$ cat config.mk
export PLATFORM = sky130hd
export DESIGN_NAME = mul_sequencer
export DESIGN_NICKNAME = d
export VERILOG_FILES = /design/src/rtl/mul_sequencer_pkg.sv /design/src/rtl/mul_shift_add_core.sv /design/src/rtl/mul_sequencer.sv
export SDC_FILE = /design/constraint.sdc
export NUM_CORES = 1
export LEC_CHECK = 0
export ABC_AREA = 1
export CAP_MARGIN = 20
export CORE_MARGIN = 4
export CORE_UTILIZATION = 40
export CTS_BUF_LIST = sky130_fd_sc_hd__clkbuf_16
export CTS_CLUSTER_DIAMETER = 120
export DETAILED_ROUTE_END_ITERATION = 10
export PLACE_DENSITY = 0.71
export SLEW_MARGIN = 10
export SYNTH_ARGS = -nofsm -noshare
export SYNTH_HDL_FRONTEND = slang
export SYNTH_HIERARCHICAL = 1
export SYNTH_SLANG_ARGS = --single-unit
$ cat constraint.sdc
create_clock -name clk -period 2.16 [get_ports clk]
set_input_delay 0.432 -clock clk [delete_from_list [all_inputs] [get_ports clk]]
set_output_delay 0.432 -clock clk [all_outputs]
set_load 0.03 [all_outputs]
$ cat src/rtl/mul_sequencer_pkg.sv
// mul_sequencer_pkg: operation/state types and operand sign rules for the multicycle multiplier
package mul_sequencer_pkg;
   typedef logic [31:0] i32;
   typedef logic [63:0] i64;
   typedef enum logic [1:0] {MUL, MULH, MULHSU, MULHU} mul_op_t;
   typedef enum logic [2:0] {IDLE, PREP, RUN, FIX, DONE} mul_state_t;
   function automatic logic [1:0] op_signs(mul_op_t op, logic a_msb, logic b_msb);
      return {(op == MULH || op == MULHSU) && a_msb, op == MULH && b_msb};
   endfunction
endpackage

$ cat src/rtl/mul_shift_add_core.sv
// mul_shift_add_core: unsigned WIDTH x WIDTH shift-add multiplier datapath, one add-and-shift per step
module mul_shift_add_core #(
   parameter int WIDTH = 32
) (
   input  logic               clk,
   input  logic               reset,
   input  logic               load,
   input  logic               step,
   input  logic [WIDTH-1:0]   a,
   input  logic [WIDTH-1:0]   b,
   output logic [2*WIDTH-1:0] p
);
   logic [2*WIDTH:0] acc;
   logic [WIDTH-1:0] mcand;
   logic [WIDTH:0]   sum;
   always_comb sum = acc[0] ? acc[2*WIDTH:WIDTH] + {1'b0, mcand} : acc[2*WIDTH:WIDTH];
   always_ff @(posedge clk)
      if (reset) begin
         acc   <= '0;
         mcand <= '0;
      end else if (load) begin
         acc   <= {{(WIDTH + 1){1'b0}}, b};
         mcand <= a;
      end else if (step)
         acc <= {1'b0, sum, acc[WIDTH-1:1]};
   assign p = acc[2*WIDTH-1:0];
endmodule

$ cat src/rtl/mul_sequencer.sv
// mul_sequencer: execute-stage MUL/MULH/MULHSU/MULHU sequencer; MUL_RESULT_CACHE_EN adds a one-entry result cache
module mul_sequencer
   import mul_sequencer_pkg::*;
#(
   parameter int WIDTH = 32
) (
   input  logic             clk,
   input  logic             reset,
   input  logic             req_valid,
   output logic             req_ready,
   input  mul_op_t          req_op,
   input  logic [WIDTH-1:0] req_a,
   input  logic [WIDTH-1:0] req_b,
   input  logic             flush,
   output logic             resp_valid,
   input  logic             resp_ready,
   output logic [WIDTH-1:0] resp_data,
   output logic             busy
);
   localparam int CW = $clog2(WIDTH + 1);
   mul_state_t         state, state_nx;
   mul_op_t            op;
   logic [WIDTH-1:0]   a, b, mag_a, mag_b;
   logic [CW-1:0]      cnt;
   logic [1:0]         sg;
   logic [2*WIDTH-1:0] p, prod, hit_p;
   logic               neg, accept, hit;

   assign sg         = op_signs(op, a[WIDTH-1], b[WIDTH-1]);
   assign mag_a      = sg[1] ? -a : a;
   assign mag_b      = sg[0] ? -b : b;
   assign prod       = neg ? -p : p;
   assign accept     = req_valid && state == IDLE && !flush;
   assign req_ready  = state == IDLE && !flush;
   assign resp_valid = state == DONE;
   assign busy       = state != IDLE;

   mul_shift_add_core #(.WIDTH(WIDTH)) core (
      .clk   (clk),
      .reset (reset),
      .load  (state == PREP),
      .step  (state == RUN),
      .a     (mag_a),
      .b     (mag_b),
      .p     (p)
   );

`ifdef MUL_RESULT_CACHE_EN
   logic             c_valid;
   logic [WIDTH-1:0] c_a, c_b;
   logic [1:0]       c_sg, req_sg;
   assign req_sg = op_signs(req_op, req_a[WIDTH-1], req_b[WIDTH-1]);
   // the low half is independent of operand signedness, so MUL hits on operands alone
   assign hit = c_valid && c_a == req_a && c_b == req_b && (req_op == MUL || req_sg == c_sg);
   always_ff @(posedge clk)
      if (reset) begin
         c_valid <= 1'b0;
         c_a     <= '0;
         c_b     <= '0;
         c_sg    <= '0;
         hit_p   <= '0;
      end else if (state == FIX && !flush) begin
         c_valid <= 1'b1;
         c_a     <= a;
         c_b     <= b;
         c_sg    <= sg;
         hit_p   <= prod;
      end
`else
   assign hit   = 1'b0;
   assign hit_p = '0;
`endif

   always_comb begin
      state_nx = state;
      case (state)
         IDLE:    state_nx = !accept ? IDLE : hit ? DONE : PREP;
         PREP:    state_nx = RUN;
         RUN:     state_nx = cnt == '0 ? FIX : RUN;
         FIX:     state_nx = DONE;
         DONE:    state_nx = resp_ready ? IDLE : DONE;
         default: state_nx = IDLE;
      endcase
      if (flush) state_nx = IDLE;
   end

   always_ff @(posedge clk)
      if (reset) begin
         state     <= IDLE;
         op        <= MUL;
         a         <= '0;
         b         <= '0;
         cnt       <= '0;
         neg       <= 1'b0;
         resp_data <= '0;
      end else begin
         state <= state_nx;
         if (accept) begin
            op <= req_op;
            a  <= req_a;
            b  <= req_b;
         end
         if (state == PREP) begin
            neg <= ^sg;
            cnt <= CW'(WIDTH - 1);
         end
         if (state == RUN) cnt <= cnt - 1'b1;
         if (state == FIX && !flush)
            resp_data <= op == MUL ? prod[WIDTH-1:0] : prod[2*WIDTH-1:WIDTH];
         else if (accept && hit)
            resp_data <= req_op == MUL ? hit_p[WIDTH-1:0] : hit_p[2*WIDTH-1:WIDTH];
      end
endmodule

==> results of run 1 <==
==> power by group through the flow <==
stage	logic, W	clock network, W	registers, W
after floorplan	0.000944	0	0.00404
after global placement	0.00136	0	0.00408
after detailed placement	0.00138	0	0.00408
after CTS	0.00138	0.00416	0.00400
after global routing	0.00158	0.00434	0.00402
final	0.00141	0.00408	0.00401
==> path summary, 6_finish.rpt <==
kind,from,slack (ps),depth (start not counted),end
max,resp_data[0],90,1,resp_data[0]
min,req_b[8],450,3,b[8]
max reg2reg,b[0],110,13,core/acc[26]
min reg2reg,b[31],490,2,b[31]
==> routing by layer <==
| metal | vias up | GRT usage | share of wire | wire (um) |
|---|---|---|---|---|
| met3 | 81 | 0.0250 | 0.062 | 2870 |
| met5 | - | 0 | 0 | 0 |
| met1 | 7130 | 0.327 | 0.47 | 21700 |
| met4 | 0 | 0.0671 | 0.031 | 1430 |
| met2 | 527 | 0.359 | 0.44 | 20100 |
| li1 | 7927 | - | - | - |
==> stage by stage <==
step	setup WS, ps	instances	utilization	cell area, um2	setup TNS, ps
final	92.5	2989	0.481	17200	0
after global routing	-20.7	2989	0.481	17200	-23.9
after CTS	68.8	2985	0.479	17200	0
after detailed placement	88.2	2943	0.457	16400	0
after global placement	112	2943	0.457	16400	0
after floorplan	155	2403	-	14600	0
==> state kept, by name, summed over array words and instances, names as in the netlist <==
register    cells
core/acc       64
a              32
b              32
core/mcand     32
resp_data      32
cnt             6
state           3
op              2
neg             1
==> cells by family (layout without fill, tap and decap cells) <==
| logic type | after synthesis | in the layout | synth area share |
|---|---|---|---|
| XOR/XNOR | 64 | 64 | 0.0383 |
| buffers and inverters | 418 | 543 | 0.113 |
| adder cells (fa/ha/maj) | 39 | 39 | 0.0339 |
| AND/OR/NAND/NOR | 1234 | 1234 | 0.368 |
| flip-flops | 204 | 204 | 0.279 |
| AO/OA/AOI/OAI | 444 | 444 | 0.168 |
==> final cells by class <==
cell class / instances / area [um2]
clock buffer: 25 / 626
multi-input combinational: 1781 / 8960
sequential: 204 / 4090
inverter: 330 / 1240
fill: 3656 / 18600
clock inverter: 17 / 159
timing repair buffer: 171 / 1590
tap: 461 / 577
==> cells in the mapped netlist, types with 3 or more instances <==
library cell and count:
a22oi_1 15, o21ai_1 8, nor2_1 331, nand3_1 160, inv_2 14, inv_1 312
nand2_1 584, o21ai_0 189, nor3_1 14, nand4_1 34, nand3b_1 15, nor2_2 20
dfxtp_1 204, o21bai_1 3, nor3_2 9, a31oi_1 8, nand3_2 9, a21oi_2 10
clkinv_1 3, buf_2 27, nor4_1 3, buf_4 3, o211ai_1 9, nor2_4 11
clkbuf_1 51, nand2_2 36, o221ai_1 7, xor2_1 64, a21oi_1 176, ha_1 38
==> repair_timing <==
action                                  4_1_cts  5_1_grt
pin swaps                                     0        4
endpoints found under the setup margin        2       26
gates resized for setup                       2       21
setup buffers                                 0        4
gates cloned                                  0        0
==> impl_metrics.ini, run 1 <==
[clocking]
clock_path_buffers = 3
clkLatencyLatePin_ps = 530
clock-root-buffer = clkbuf_16
numCtsBuffers = 24
cts.sinks = 204
cts-htree-levels = 1
cts_tree = done
cts_hold_buf = 0
clk_pin_slew_ps = 60

[synthesis]
synth_seq_cells = 204
synthesis.nets = 2513
synth_edf_count = 0
yosys.area.top_type = dfxtp_1
ys_warn_count = 6
seq_area_frac_synth = 0.279
synth_cell_types = 56
yosysTopAreaCellShare = 0.279
synthTopCellsByArea = dfxtp_1 28%, nand2_1 15%, nor2_1 8.5%
synth-async-reset-ratio = 0
syn_avg_cell_area_um2 = 6.09
synthFlopType = dfxtp_1
synth_area_um2 = 14600
synth_cells = 2403

[worst_setup_path]
crit_family = buffers and inverters
path_buf_inv = 1
critPathArrivalTime_ps = 1640
crit_chain = clkdlybuf4s50_1
startpoint_type = flip-flop
end_kind = output port
criticalPathCategory = reg2out
cp_max_fo = 2
crit_slowest_cell = clkdlybuf4s50_1
crit_path_max_incr_delay_ps = 710
cp.required_ps = 1730

[floorplanning]
die_y_um = 199
fp.dieArea_um2 = 39700
num_io_pins = 106
num_rows = 69
die_w_um = 199
start_util = 0.408
core-area_um2 = 35800

[drt]
antenna_left = 0
drt-initial-drc-count = 1437
drt_first_pass_iters = 7
drt-wirelength-per-cell_um = 15.5
vias = 15665
wirelength_mm = 46.2
drc = 0
via_per_inst = 5.24

[sta]
hold_violations = 0
fin_hold_ws_ps = 450
fin_skew_ps = 7.57
max_freq_mhz = 484
setup_viol = 0
period_share = 0.957
fin_crit_ps = 2070
slew_headroom = 0.381
slew_viol_final = 0
worst_slew_pin_slew_ps = 928

[power_and_ir_drop]
ir_drop_mv = 0.483
leakage_nw = 8.54
power.switching_w = 0.00265
seq_power_share = 0.422
power.internal_w = 0.00685
swShare = 0.279
power_w = 0.00950
p_per_area_nw_per_um2 = 551
clkPwrFrac = 0.429
p_comb_frac = 0.149

[worst_hold_path]
hold_class = in2reg

[layout]
layout-drive-gt1-share = 0.0953
synthToLayoutAreaGrowth_pct = 17.9
final_cell_mix = 581 x nand2_1, 329 x nor2_1, 313 x inv_1, 201 x dfxtp_1, 188 x o21ai_0
antennaDiodeCount = 0
final_nets = 2622
final_common_cell = nand2_1

[global_routing]
grt_max_degree = 79
grt_pass1_vias = 14568
grt_pass1_wl_mm = 74.7
antenna_found_initial = 0
grt_overflow = 0
grt_usage = 0.227

[place]
gp_congestion = 1.01
dp_hpwl_mm = 36.1
port_buffers = 105

[job]
cap_violations = 0

[run_status]
status = completed
(Power assumes the default switching activity.)
==> inputs of run 2 (changes only) <==
--- a/config.mk
+++ b/config.mk
@@ -6,6 +6,7 @@
 export NUM_CORES = 1
 export LEC_CHECK = 0
 export ABC_AREA = 1
+export ABC_CLOCK_PERIOD_IN_PS = 2160
 export CAP_MARGIN = 20
 export CORE_MARGIN = 4
 export CORE_UTILIZATION = 40
==> results of run 2 <==
No change in the layout: final DEF, timing and power equal those of run 1.
